<file path="config.mk">
export PLATFORM = sky130hd
export DESIGN_NAME = uart_rx
export DESIGN_NICKNAME = d
export VERILOG_FILES = /design/src/rtl/uart_rx.sv
export SDC_FILE = /design/constraint.sdc
export NUM_CORES = 1
export LEC_CHECK = 0
export BUFFER_PORTS_ARGS = -buffer_cell sky130_fd_sc_hd__buf_2
export CAP_MARGIN = 5
export CORE_AREA = 3 3 80 82
export CTS_CLUSTER_DIAMETER = 150
export DETAILED_ROUTE_END_ITERATION = 10
export DIE_AREA = 0 0 83 85
export GPL_TIMING_DRIVEN = 0
export PLACE_DENSITY_LB_ADDON = 0.3
export REMOVE_ABC_BUFFERS = 1
export SLEW_MARGIN = 20
export SYNTH_ARGS = -nofsm -noshare
export SYNTH_HDL_FRONTEND = slang
export SYNTH_SLANG_ARGS = --single-unit
</file>
<file path="constraint.sdc">
create_clock -name Clk -period 2 [get_ports Clk]
set_clock_uncertainty 0.05 [all_clocks]
set_input_delay 0.4 -clock Clk [delete_from_list [all_inputs] [get_ports Clk]]
set_output_delay 0.4 -clock Clk [all_outputs]
set_load 0.05 [all_outputs]
</file>
<file path="src/rtl/uart_rx.sv">
// ---------------------------------------------------------------------------
// uart_rx - 8N1 UART receiver (1 start bit, 8 data bits LSB first, 1 stop bit)
//
// The asynchronous RXD line is brought into the Clk domain through a 2-flop
// synchronizer and every bit is sampled once near its middle using a period
// counter. Received bytes are offered to the controller on a level/ack
// interface.
//
// Handshake: Data_ready is a level that means "Data holds an unread byte".
// Data is stable for as long as Data_ready is high. The controller pulses Ack
// to consume the byte, and Data_ready drops on the following edge. If a new
// good byte completes in the same cycle as Ack, the new byte is loaded and
// Data_ready stays high. If a good byte completes while Data_ready is high and
// there is no Ack, the new byte is dropped and Overrun pulses.
//
// Parameters:
//   FREQ_CLK    system clock frequency in Hz
//   RX_SPEED    baud rate in bit/s
//
// Ports:
//   Clk         system clock, rising edge
//   Rst         asynchronous, active-high reset
//   RXD         serial line, asynchronous to Clk, idles high
//   Ack         controller consumed Data
//   Data        last good received byte
//   Data_ready  unread byte available (level)
//   Frame_err   1-cycle pulse: stop bit sampled low
//   Overrun     1-cycle pulse: good byte lost because Data_ready was still set
//   Busy        receiver is not idle
//
// The FSM state is held in the internal signal 'state' (type state_t) so that
// checkers can bind to it directly.
// ---------------------------------------------------------------------------
module uart_rx #(
    parameter logic [31:0] FREQ_CLK = 32'd100000000,
    parameter logic [31:0] RX_SPEED = 32'd115200
) (
    input  logic       Clk,
    input  logic       Rst,
    input  logic       RXD,
    input  logic       Ack,
    output logic [7:0] Data,
    output logic       Data_ready,
    output logic       Frame_err,
    output logic       Overrun,
    output logic       Busy
);

    // Same bit timing as the transmitter, so both ends agree on bit length.
    localparam logic [31:0] BIT_CYCLES  = FREQ_CLK / RX_SPEED + 32'd1;
    localparam logic [31:0] HALF_CYCLES = BIT_CYCLES / 32'd2;
    localparam logic [31:0] BIT_LAST    = BIT_CYCLES - 32'd1;
    localparam logic [31:0] HALF_LAST   = HALF_CYCLES - 32'd1;

    typedef enum logic [2:0] {
        IDLE       = 3'd0,
        START_BIT  = 3'd1,
        RECV_DATA  = 3'd2,
        STOP_BIT   = 3'd3,
        BREAK_WAIT = 3'd4
    } state_t;

    state_t      state;
    state_t      state_next;
    logic        rxd_meta;
    logic        rxd_s;
    logic [31:0] cnt;
    logic [2:0]  bit_idx;
    logic [7:0]  shift_reg;
    logic        byte_done;
    logic        sample_shift;
    logic        sample_good;
    logic        sample_bad;

    // Synchronizer flops reset high so leaving reset never looks like a
    // start bit.
    always_ff @(posedge Clk or posedge Rst) begin
        if (Rst) begin
            rxd_meta <= 1'b1;
            rxd_s    <= 1'b1;
        end else begin
            rxd_meta <= RXD;
            rxd_s    <= rxd_meta;
        end
    end

    // Next-state logic and sampling strobes.
    always_comb begin
        state_next   = state;
        sample_shift = 1'b0;
        sample_good  = 1'b0;
        sample_bad   = 1'b0;
        case (state)
            IDLE: begin
                if (!rxd_s) state_next = START_BIT;
            end
            START_BIT: begin
                // Re-check the line in the middle of the start bit; a high
                // level here means the falling edge was a glitch.
                if (cnt == HALF_LAST) state_next = rxd_s ? IDLE : RECV_DATA;
            end
            RECV_DATA: begin
                if (cnt == BIT_LAST) begin
                    sample_shift = 1'b1;
                    if (bit_idx == 3'd7) state_next = STOP_BIT;
                end
            end
            STOP_BIT: begin
                if (cnt == BIT_LAST) begin
                    if (rxd_s) begin
                        sample_good = 1'b1;
                        state_next  = IDLE;
                    end else begin
                        sample_bad = 1'b1;
                        state_next = BREAK_WAIT;
                    end
                end
            end
            BREAK_WAIT: begin
                // A line held low (break) must go high before a new start
                // bit can be recognised.
                if (rxd_s) state_next = IDLE;
            end
            default: state_next = IDLE;
        endcase
    end

    // State register, period counter, bit index and shift register.
    always_ff @(posedge Clk or posedge Rst) begin
        if (Rst) begin
            state     <= IDLE;
            cnt       <= 32'd0;
            bit_idx   <= 3'd0;
            shift_reg <= 8'd0;
        end else begin
            state <= state_next;

            // The counter restarts on every transition and after each data
            // sample, so every data bit is measured from the previous sample.
            if (state_next != state || sample_shift) cnt <= 32'd0;
            else if (state != IDLE)                  cnt <= cnt + 32'd1;

            if (state_next != state) bit_idx <= 3'd0;
            else if (sample_shift)   bit_idx <= bit_idx + 3'd1;

            // LSB arrives first: after 8 right shifts it sits in bit 0.
            if (sample_shift) shift_reg <= {rxd_s, shift_reg[7:1]};
        end
    end

    // Output stage: byte_done marks the stop-bit sample, the controller
    // interface updates on the edge after it.
    always_ff @(posedge Clk or posedge Rst) begin
        if (Rst) begin
            byte_done  <= 1'b0;
            Frame_err  <= 1'b0;
            Overrun    <= 1'b0;
            Data       <= 8'd0;
            Data_ready <= 1'b0;
        end else begin
            byte_done <= sample_good;
            Frame_err <= sample_bad;
            Overrun   <= 1'b0;
            if (byte_done && (!Data_ready || Ack)) begin
                Data       <= shift_reg;
                Data_ready <= 1'b1;
            end else if (byte_done) begin
                Overrun <= 1'b1;
            end else if (Ack) begin
                Data_ready <= 1'b0;
            end
        end
    end

    assign Busy = (state != IDLE);

endmodule

</file>
### Word level (Yosys, flattened, before mapping)

Cells that the tools add are included.

| operators by class | value |
|---|---|
| $add $sub $neg | 2 |
| muxes and demuxes | 26 |
| reductions and logical operators | 10 |
| equality and inequality tests | 9 |
| shifts and indexed selects | 0 |
| $mul | 0 |
| bitwise gates (word level) | 0 |
| $lt $le $gt $ge | 0 |
| divide/modulo/power cells | 0 |

Operators with widths:

| cell | count |
|---|---|
| $mux W32 | 2 |
| $add A32 B1 Y32 const B | 1 |
| $eq A32 B10 Y1 const B | 1 |
| $eq A32 B9 Y1 const B | 1 |
| $mux W3 | 9 |
| $pmux W3 S5 | 1 |
| $mux W1 | 13 |
| $eq A3 B2 Y1 const B | 2 |
| $eq A3 B3 Y1 const B | 2 |
| $reduce_bool A2 Y1 | 3 |
| $add A3 B1 Y3 const B | 1 |
| $eq A3 B1 Y1 const B | 1 |
| $logic_not A3 Y1 | 1 |
| $ne A3 B3 Y1 | 1 |
| $reduce_bool A3 Y1 | 1 |
| $logic_or A1 B1 Y1 | 2 |
| $mux W2 | 1 |
| $ne A2 B1 Y1 const B | 1 |
| $reduce_and A2 Y1 | 1 |
| $logic_and A1 B1 Y1 | 1 |
| $logic_not A1 Y1 | 1 |

| word-level totals | value |
|---|---|
| register bits | 60 |
| bits in latches | 0 |
| bits in read-only memories | 0 |
| RAM bits | 0 |
| word-level logic and storage cells | 58 |
| memories | 0 |
| output and inout port bits | 12 |

### Longest topological paths before layout

Gate-level depths: netlist of the first run.

| depth | value |
|---|---|
| depth in word-level cells | 7 |
| mapped depth | 9 |
| mapped depth without buffers | 7 |

### Worst setup path before layout of the first run

OpenSTA, ideal clock, no wires.

| timing | value |
|---|---|
| path type | register to register |
| start point | register cnt[1] |
| end point | register cnt[26] |
| path slack | -0.207 ns |
| period minus slack after synthesis | 2.207 ns |
| library setup time | 0.140 ns |
| data arrival time | 2.018 ns |
| data required time | 1.810 ns |
| stages on the path, launching flop included | 9 |
| cells stage by stage | dfrtp_1 inv_1 ha_1 or4b_1 nor3_1 o211ai_1 a221oi_4 buf_6 a211oi_1 |

| on the way | value |
|---|---|
| longest elaborated chain between the ends | 6 |

RTL lines:

| element | RTL line | RTL |
|---|---|---|
| start: declaration | 67 | `logic [31:0] cnt;` |
| start signal: assignment | 141 | `else if (state != IDLE) cnt <= cnt + 32'd1;` |
| branches (longest 6 deep; another with $add A32 B1 Y32) | - |  |

Parallel ways; which one is timed is not known. The select of a mux whose other input is x is not followed.
A chain may end at the register's enable or synchronous reset.

### Worst setup path in the final report of the first run

| timing | value |
|---|---|
| start point | register cnt[12] |
| end point | register cnt[14] |

Same word-level chain as after synthesis.

==> results of run 1 <==
## timing repair
| item | CTS | global route |
|---|---|---|
| endpoints found under the setup margin | 45 | 46 |
| buffers inserted | 9 | 3 |
| gates cloned | 0 | 0 |
| hold endpoints to repair | 16 | 0 |
| hold buffers | 1 | 0 |
| pin swaps | 6 | 7 |
| resized for setup | 10 | 23 |
## power groups by stage
stage / combinational (uW) / sequential [uW] / clock [uW]
2_1_floorplan: 19.0 / 1240 / 0
3_3_place_gp: 27.9 / 1240 / 0
3_5_place_dp: 34.6 / 1240 / 0
4_1_cts: 36.0 / 1220 / 1120
5_1_grt: 40.8 / 1220 / 1180
6_report: 34.3 / 1220 / 1110
## logic make-up (layout without fill, tap and decap cells)
kind of cell    Yosys count  after routing
mux                      19             19
fa+ha+maj                 5              5
simple gates            142            142
buf+inv                  26             57
flops                    60             60
xor+xnor                 26             26
compound gates           24             24
## worst paths after layout
kind | from | end | slack [ps] | cells after the start
min reg2reg | rxd_meta | rxd_s | 320 | 0
max | cnt[12] | cnt[14] | -230 | 7
max reg2reg | cnt[12] | cnt[14] | -230 | 7
min | RXD | rxd_meta | 110 | 1
min in group asynchronous | Rst | state[0] | 490 | 3
max in group asynchronous | Rst | cnt[21] | 910 | 4
## worst max-delay path, cell delays in order (launching register included)
cell      delay (ps)
dfrtp_1          430
nor4_1           390
and4_4           350
nand4_1          180
a221oi_4         350
buf_8            160
buf_12           140
nor3_1            60
## cells in the mapped netlist, drive strengths merged
library cell / number / area (um^2)
or2: 2 / 12.5
xnor2: 14 / 123
a21oi: 3 / 15.0
nand4b: 1 / 8.76
nor4b: 1 / 8.76
clkbuf: 7 / 26.3
or4: 4 / 37.5
o31a: 1 / 8.76
o31ai: 3 / 22.5
buf: 10 / 80.1
o21ai: 5 / 25.0
nand3: 9 / 50.1
and2: 3 / 18.8
a221oi: 1 / 26.3
a211oi: 6 / 50.1
nand2: 23 / 86.3
o22ai: 1 / 12.5
mux2: 16 / 180
or4b: 2 / 23.8
dfrtp: 58 / 1450
and3: 13 / 87.6
nor2: 12 / 52.6
inv: 9 / 33.8
nor4: 6 / 37.5
nor2b: 1 / 6.26
nor3: 37 / 185
xor2: 12 / 105
and4: 5 / 46.3
dfstp: 2 / 52.6
mux2i: 3 / 30.0
ha: 5 / 62.6
nand2b: 1 / 6.26
a31oi: 2 / 12.5
o211ai: 2 / 15.0
or3: 5 / 31.3
and4bb: 1 / 12.5
nand4: 16 / 100
## metal layers
layer | track usage, % | vias to the layer above
met1 | 26.2 | 1171
met3 | 3.20 | 13
met2 | 32.8 | 46
met5 | 0 | -
li1 | - | 1145
met4 | 9.36 | 0
## through the flow
stage          worst slack [ps]  total power, uW  setup TNS (ps)  hold slack, ps  cells
2_1_floorplan              -553             1260          -19810             295    285
3_5_place_dp               -629             1280          -20420             303    379
6_report                   -228             2360           -7980             109    408
5_1_grt                    -362             2430          -13000             103    408
4_1_cts                    -245             2370           -7720             102    405
3_3_place_gp              -1030             1270          -75560             297    375
## cell type report
cell class | instances | area [um^2] | share of cell area (%)
Clock buffer | 9 | 124 | 3.31
Clock inverter | 7 | 77.6 | 2.07
Inverter | 9 | 36.3 | 0.970
Multi-Input combinational cell | 216 | 1610 | 43.1
Sequential cell | 60 | 1510 | 40.3
Tap cell | 75 | 93.8 | 2.51
Timing Repair Buffer | 32 | 290 | 7.76
==> impl_metrics.env, run 1 <==
export IMPL_cts_tree="done"
export IMPL_largest_reg_flops=32
export IMPL_grt_pass1_vias=2393
export IMPL_maxUsedRoutingLayer="met4"
export IMPL_utilization_pct=64.4
export IMPL_synth_area_um2=3140
export IMPL_ir_drop_mv=0.578
export IMPL_core_area_um2=5820
export IMPL_fp_dieArea_um2=7060
export IMPL_arrival_ps=2410
export IMPL_finalCritPeriodShare_pct=111
export IMPL_wl_met3_um=218
export IMPL_drc=0
export IMPL_wl_met1_mm=2.99
export IMPL_clkTransAtPathRegs_ps=80
export IMPL_worstMarginPinSlew_ps=472
export IMPL_violations="negative setup slack"
export IMPL_synth_compound_area_share_pct=5.97
export IMPL_combPwrFrac_pct=1.5
export IMPL_critPathKind="flip-flop to flip-flop"
export IMPL_synth_fa_ha_area_share_pct=1.99
export IMPL_route_vias_total=2375
export IMPL_postLayoutSetupSlackWorst_ps=-228
export IMPL_clk_latency_ps=340
export IMPL_track_usage_pct=20.0
export IMPL_grt_pass1_wl_mm=11.3
export IMPL_finalHoldViolations=0
export IMPL_synth_top_family_by_area="simple AND/OR/NAND/NOR gates"
export IMPL_drt_wl_total_mm=6.53
export IMPL_seq_area_frac_synth_pct=47.8
export IMPL_synth_cell_types=47
export IMPL_switching_power_uw=556
export IMPL_final_area_um2=3740
export IMPL_initial_core_util_pct=54.1
export IMPL_setup_worst_path_end_class="flip-flop"
export IMPL_first_pass_iters=4
export IMPL_io_buffers=15
export IMPL_period_needed_ps=2230
export IMPL_finalSetupViolCount=43
export IMPL_holdCritPathClass="input port to flip-flop"
export IMPL_die_x_um=83
export IMPL_syn2layout_area_growth_pct=19.0
export IMPL_syn_inst=302
export IMPL_clock_fmax_mhz=449
export IMPL_final_fill_count=444
export IMPL_pwr_share_clk_pct=46.9
export IMPL_cts_sinks=60
export IMPL_drt_iter0_markers=133
export IMPL_ys_seq_elements=60
export IMPL_met2_length_mm=3.17
export IMPL_grt_setup_unrepaired="true"
export IMPL_switching_share_pct=23.6
export IMPL_yosys_warnings=0
export IMPL_cts_inserted_buffers=9
export IMPL_grt_ovfl_total=0
export IMPL_layout_nets=337
export IMPL_startpoint_type="flip-flop"
export IMPL_crit_required_ps=2180
export IMPL_place_area_um2=3290
export IMPL_htreeDepth=3
export IMPL_cts_buffer_depth=2
export IMPL_grt_max_degree=43
export IMPL_cts_root_buf="clkbuf_8"
export IMPL_synth_xor_area_share_pct=7.24
export IMPL_hpwl_mm=4.19
export IMPL_drive_gt1_share_pct=31.5
export IMPL_drv_cap=0
export IMPL_synth_simple_gate_area_share_pct=25.8
export IMPL_wl_per_cell_um=16.0
export IMPL_place_gp_congestion=0.800
export IMPL_ios=16
export IMPL_p_leak_uw=0.00167
export IMPL_viasPerCell=5.82
export IMPL_path_max_fanout=17
export IMPL_p_per_area_nw_per_um2=630
export IMPL_internal_power_uw=1800
export IMPL_slew_viol_final=0
export IMPL_die_h_um=85
export IMPL_final_cell_mix="dfrtp_1, nor3_1, nand2_1"
export IMPL_mostFrequentLayoutCell="dfrtp_1"
export IMPL_row_count=28
export IMPL_p_seq_share_pct=51.7
export IMPL_avgSynthCellArea_um2=10.4
export IMPL_ant_nets=0
export IMPL_status="complete, but fails checks"
export IMPL_diodes=0
export IMPL_slew_limit_headroom_pct=68.2
export IMPL_synthMuxAreaShare_pct=6.69
export IMPL_grt_antenna_before_repair=0
(Power assumes the default switching activity.)
==> run 2: changes to the inputs <==
--- a/config.mk
+++ b/config.mk
@@ -5,12 +5,12 @@
 export SDC_FILE = /design/constraint.sdc
 export NUM_CORES = 1
 export LEC_CHECK = 0
-export BUFFER_PORTS_ARGS = -buffer_cell sky130_fd_sc_hd__buf_2
 export CAP_MARGIN = 5
-export CORE_AREA = 3 3 80 82
+export CORE_AREA = 3 3 79 81
 export CTS_CLUSTER_DIAMETER = 150
 export DETAILED_ROUTE_END_ITERATION = 10
-export DIE_AREA = 0 0 83 85
+export DIE_AREA = 0 0 82 84
+export DONT_BUFFER_PORTS = 1
 export GPL_TIMING_DRIVEN = 0
 export PLACE_DENSITY_LB_ADDON = 0.3
 export REMOVE_ABC_BUFFERS = 1
==> run 2 against run 1 <==
Net effect:
- first-iteration DRC count up 68%
- via count rose by 5.0%
- critical path type unchanged
- clock power hardly changed
- flip-flop and latch count is the same
- the run still ends with negative setup slack left
- critical path depth rose by 4
- routed wire length is 9.8% higher
==> impl_metrics.env, run 2 (synthesis gave the netlist of run 1 again) <==
export IMPL_layout_nets=329
export IMPL_ant_nets=0
export IMPL_slew_viol_final=0
export IMPL_diodes=0
export IMPL_pwr_share_clk_pct=46.9
export IMPL_drive_gt1_share_pct=32.9
export IMPL_drv_cap=0
export IMPL_grt_setup_unrepaired="true"
export IMPL_path_depth=11
export IMPL_cts_buffer_depth=2
export IMPL_route_vias_total=2494
export IMPL_track_usage_pct=21.7
export IMPL_clock_fmax_mhz=431
export IMPL_finalSetupViolCount=44
export IMPL_io_buffers=0
export IMPL_cts_root_buf="clkbuf_8"
export IMPL_holdCritPathClass="input port to asynchronous set/reset pin"
export IMPL_gr_usage_met2_pct=32.6
export IMPL_utilization_pct=68.9
export IMPL_finalHoldViolations=0
export IMPL_ios=16
export IMPL_cp_endpoint="cnt[31]"
export IMPL_mostFrequentLayoutCell="dfrtp_1"
export IMPL_htreeDepth=3
export IMPL_syn2layout_area_growth_pct=21.4
export IMPL_final_cell_count_no_fill=397
export IMPL_setup_worst_path_end_class="flip-flop"
export IMPL_wl_per_cell_um=18.0
export IMPL_met3_usage_pct=4.21
export IMPL_core_area_um2=5540
export IMPL_slowest_delay_ps=410
export IMPL_grt_ovfl_total=0
export IMPL_die_x_um=82
export IMPL_largest_reg_flops=32
export IMPL_final_cell_mix="dfrtp_1, nand2_1, nor3_1"
export IMPL_initial_core_util_pct=56.8
export IMPL_crit_required_ps=2160
export IMPL_r2r_cells=11
export IMPL_grt_busiest_layer="met2"
export IMPL_drt_iter0_markers=224
export IMPL_drt_wl_total_mm=7.16
export IMPL_grt_pass1_vias=2418
export IMPL_status="complete, but fails checks"
export IMPL_cp_buffers_inverters=5
export IMPL_finalCritPeriodShare_pct=116
export IMPL_path_common_cell="buf_4"
export IMPL_worstMarginPinSlew_ps=728
export IMPL_grt_antenna_before_repair=0
export IMPL_fp_dieArea_um2=6890
export IMPL_p_leak_uw=0.00167
export IMPL_r2r_end="cnt[31]"
export IMPL_place_gp_congestion=0.820
export IMPL_slew_limit_headroom_pct=51.5
export IMPL_critPathKind="flip-flop to flip-flop"
export IMPL_ff2ff_setup_slack_ps=-320
export IMPL_first_pass_iters=4
export IMPL_switching_power_uw=518
export IMPL_cts_inserted_buffers=9
export IMPL_grtUsageMet1_pct=30.2
export IMPL_crit_family="buffers and inverters"
export IMPL_grt_max_degree=61
export IMPL_clkTransAtPathRegs_ps=70
export IMPL_arrival_ps=2480
export IMPL_cts_sinks=60
export IMPL_p_seq_share_pct=52.0
export IMPL_drc=0
export IMPL_period_needed_ps=2320
export IMPL_hpwl_mm=4.05
export IMPL_viasPerCell=6.28
export IMPL_die_h_um=84
export IMPL_internal_power_uw=1830
export IMPL_combPwrFrac_pct=1.1
export IMPL_clk_latency_ps=330
export IMPL_timing_rr_start="cnt[1]"
export IMPL_dp_worst_setup_slack_ps=-602
export IMPL_critPathSlowestCell="dfrtp_1"
export IMPL_startpoint_type="flip-flop"
export IMPL_ir_drop_mv=0.579
export IMPL_switching_share_pct=22.1
export IMPL_p_per_area_nw_per_um2=614
export IMPL_hold_ws_ps=9.39
export IMPL_path_max_fanout=7
export IMPL_row_count=27
export IMPL_grt_pass1_wl_mm=11.6
export IMPL_cts_tree="done"
export IMPL_postLayoutSetupSlackWorst_ps=-322
export IMPL_dp_cells=360
export IMPL_violations="negative setup slack"
export IMPL_critPathLaunch="cnt[1]"
export IMPL_path_cells="inv_2 > buf_4 > ha_4 > and4_1 > and3_4 > buf_4 > nand4_1 > a221oi_4 > buf_12 > clkbuf_16 > a211oi_2"
run 2: cell types whose count changed in the layout (fill, tap and decap cells not counted), moves of 2 or more:
cell        before  now
a211oi_2         2    6
buf_4            9   15
nor3_4           1    4
clkinv_2         0    2
a211oi_1         4    0
nor3_1          27   22
clkinvlp_4       4    2
nor3_2           9   11
buf_2           15    0
run 2: worst reg2reg max path, stage by stage, from the launching register on:
cell and delay [ps]:
dfrtp_1 410, inv_2 90, buf_4 120, ha_4 110, and4_1 220, and3_4 230
buf_4 120, nand4_1 160, a221oi_4 310, buf_12 170, clkbuf_16 160, a211oi_2 50
run 2: worst min path at each step:
stage                        start   endpoint  cells after the start
final                          Rst  byte_done                      1
after global routing           Rst  byte_done                      1
after CTS                      Rst   state[2]                      1
after detailed placement  rxd_meta      rxd_s                      0
after global placement    rxd_meta      rxd_s                      0
after floorplan           rxd_meta      rxd_s                      0
run 2: through the flow:
stage / cell area, um^2 / power (uW) / setup TNS, ps
after floorplan: 3040 / 1260 / -19810
after global placement: 3130 / 1270 / -68350
after detailed placement: 3190 / 1270 / -22170
after CTS: 3640 / 2360 / -7680
after global routing: 3820 / 2450 / -14700
final: 3820 / 2340 / -11690
run 2: what timing repair did:
item	in CTS	in global routing
endpoints found under the setup margin	45	45
cloned	1	1
pin swaps	12	13
gates resized for setup	25	26
hold buffers	1	0
setup buffers	15	3
endpoints found under the hold margin	1	0
run 2: routing by layer:
layer | vias up | wire length [um]
met1 | 1251 | 3090
met2 | 94 | 3570
li1 | 1138 | -
met3 | 11 | 393
met5 | - | 0
met4 | 0 | 106
run 2: final cells by class:
cell class,count,area (um^2)
clock buffer,10,138
multi-input combinational,216,1710
clock inverter,6,63.8
tap,72,90.1
inverter,9,36.3
fill,384,1720
timing repair buffer,24,277
sequential,60,1510
run 2: power groups by stage:
stage	Sequential [uW]	Clock, uW	Combinational [uW]
3_5_place_dp	1240	0	25.9
3_3_place_gp	1240	0	25.0
6_report	1220	1100	25.8
5_1_grt	1220	1200	31.0
4_1_cts	1220	1120	27.5
2_1_floorplan	1240	0	19.0
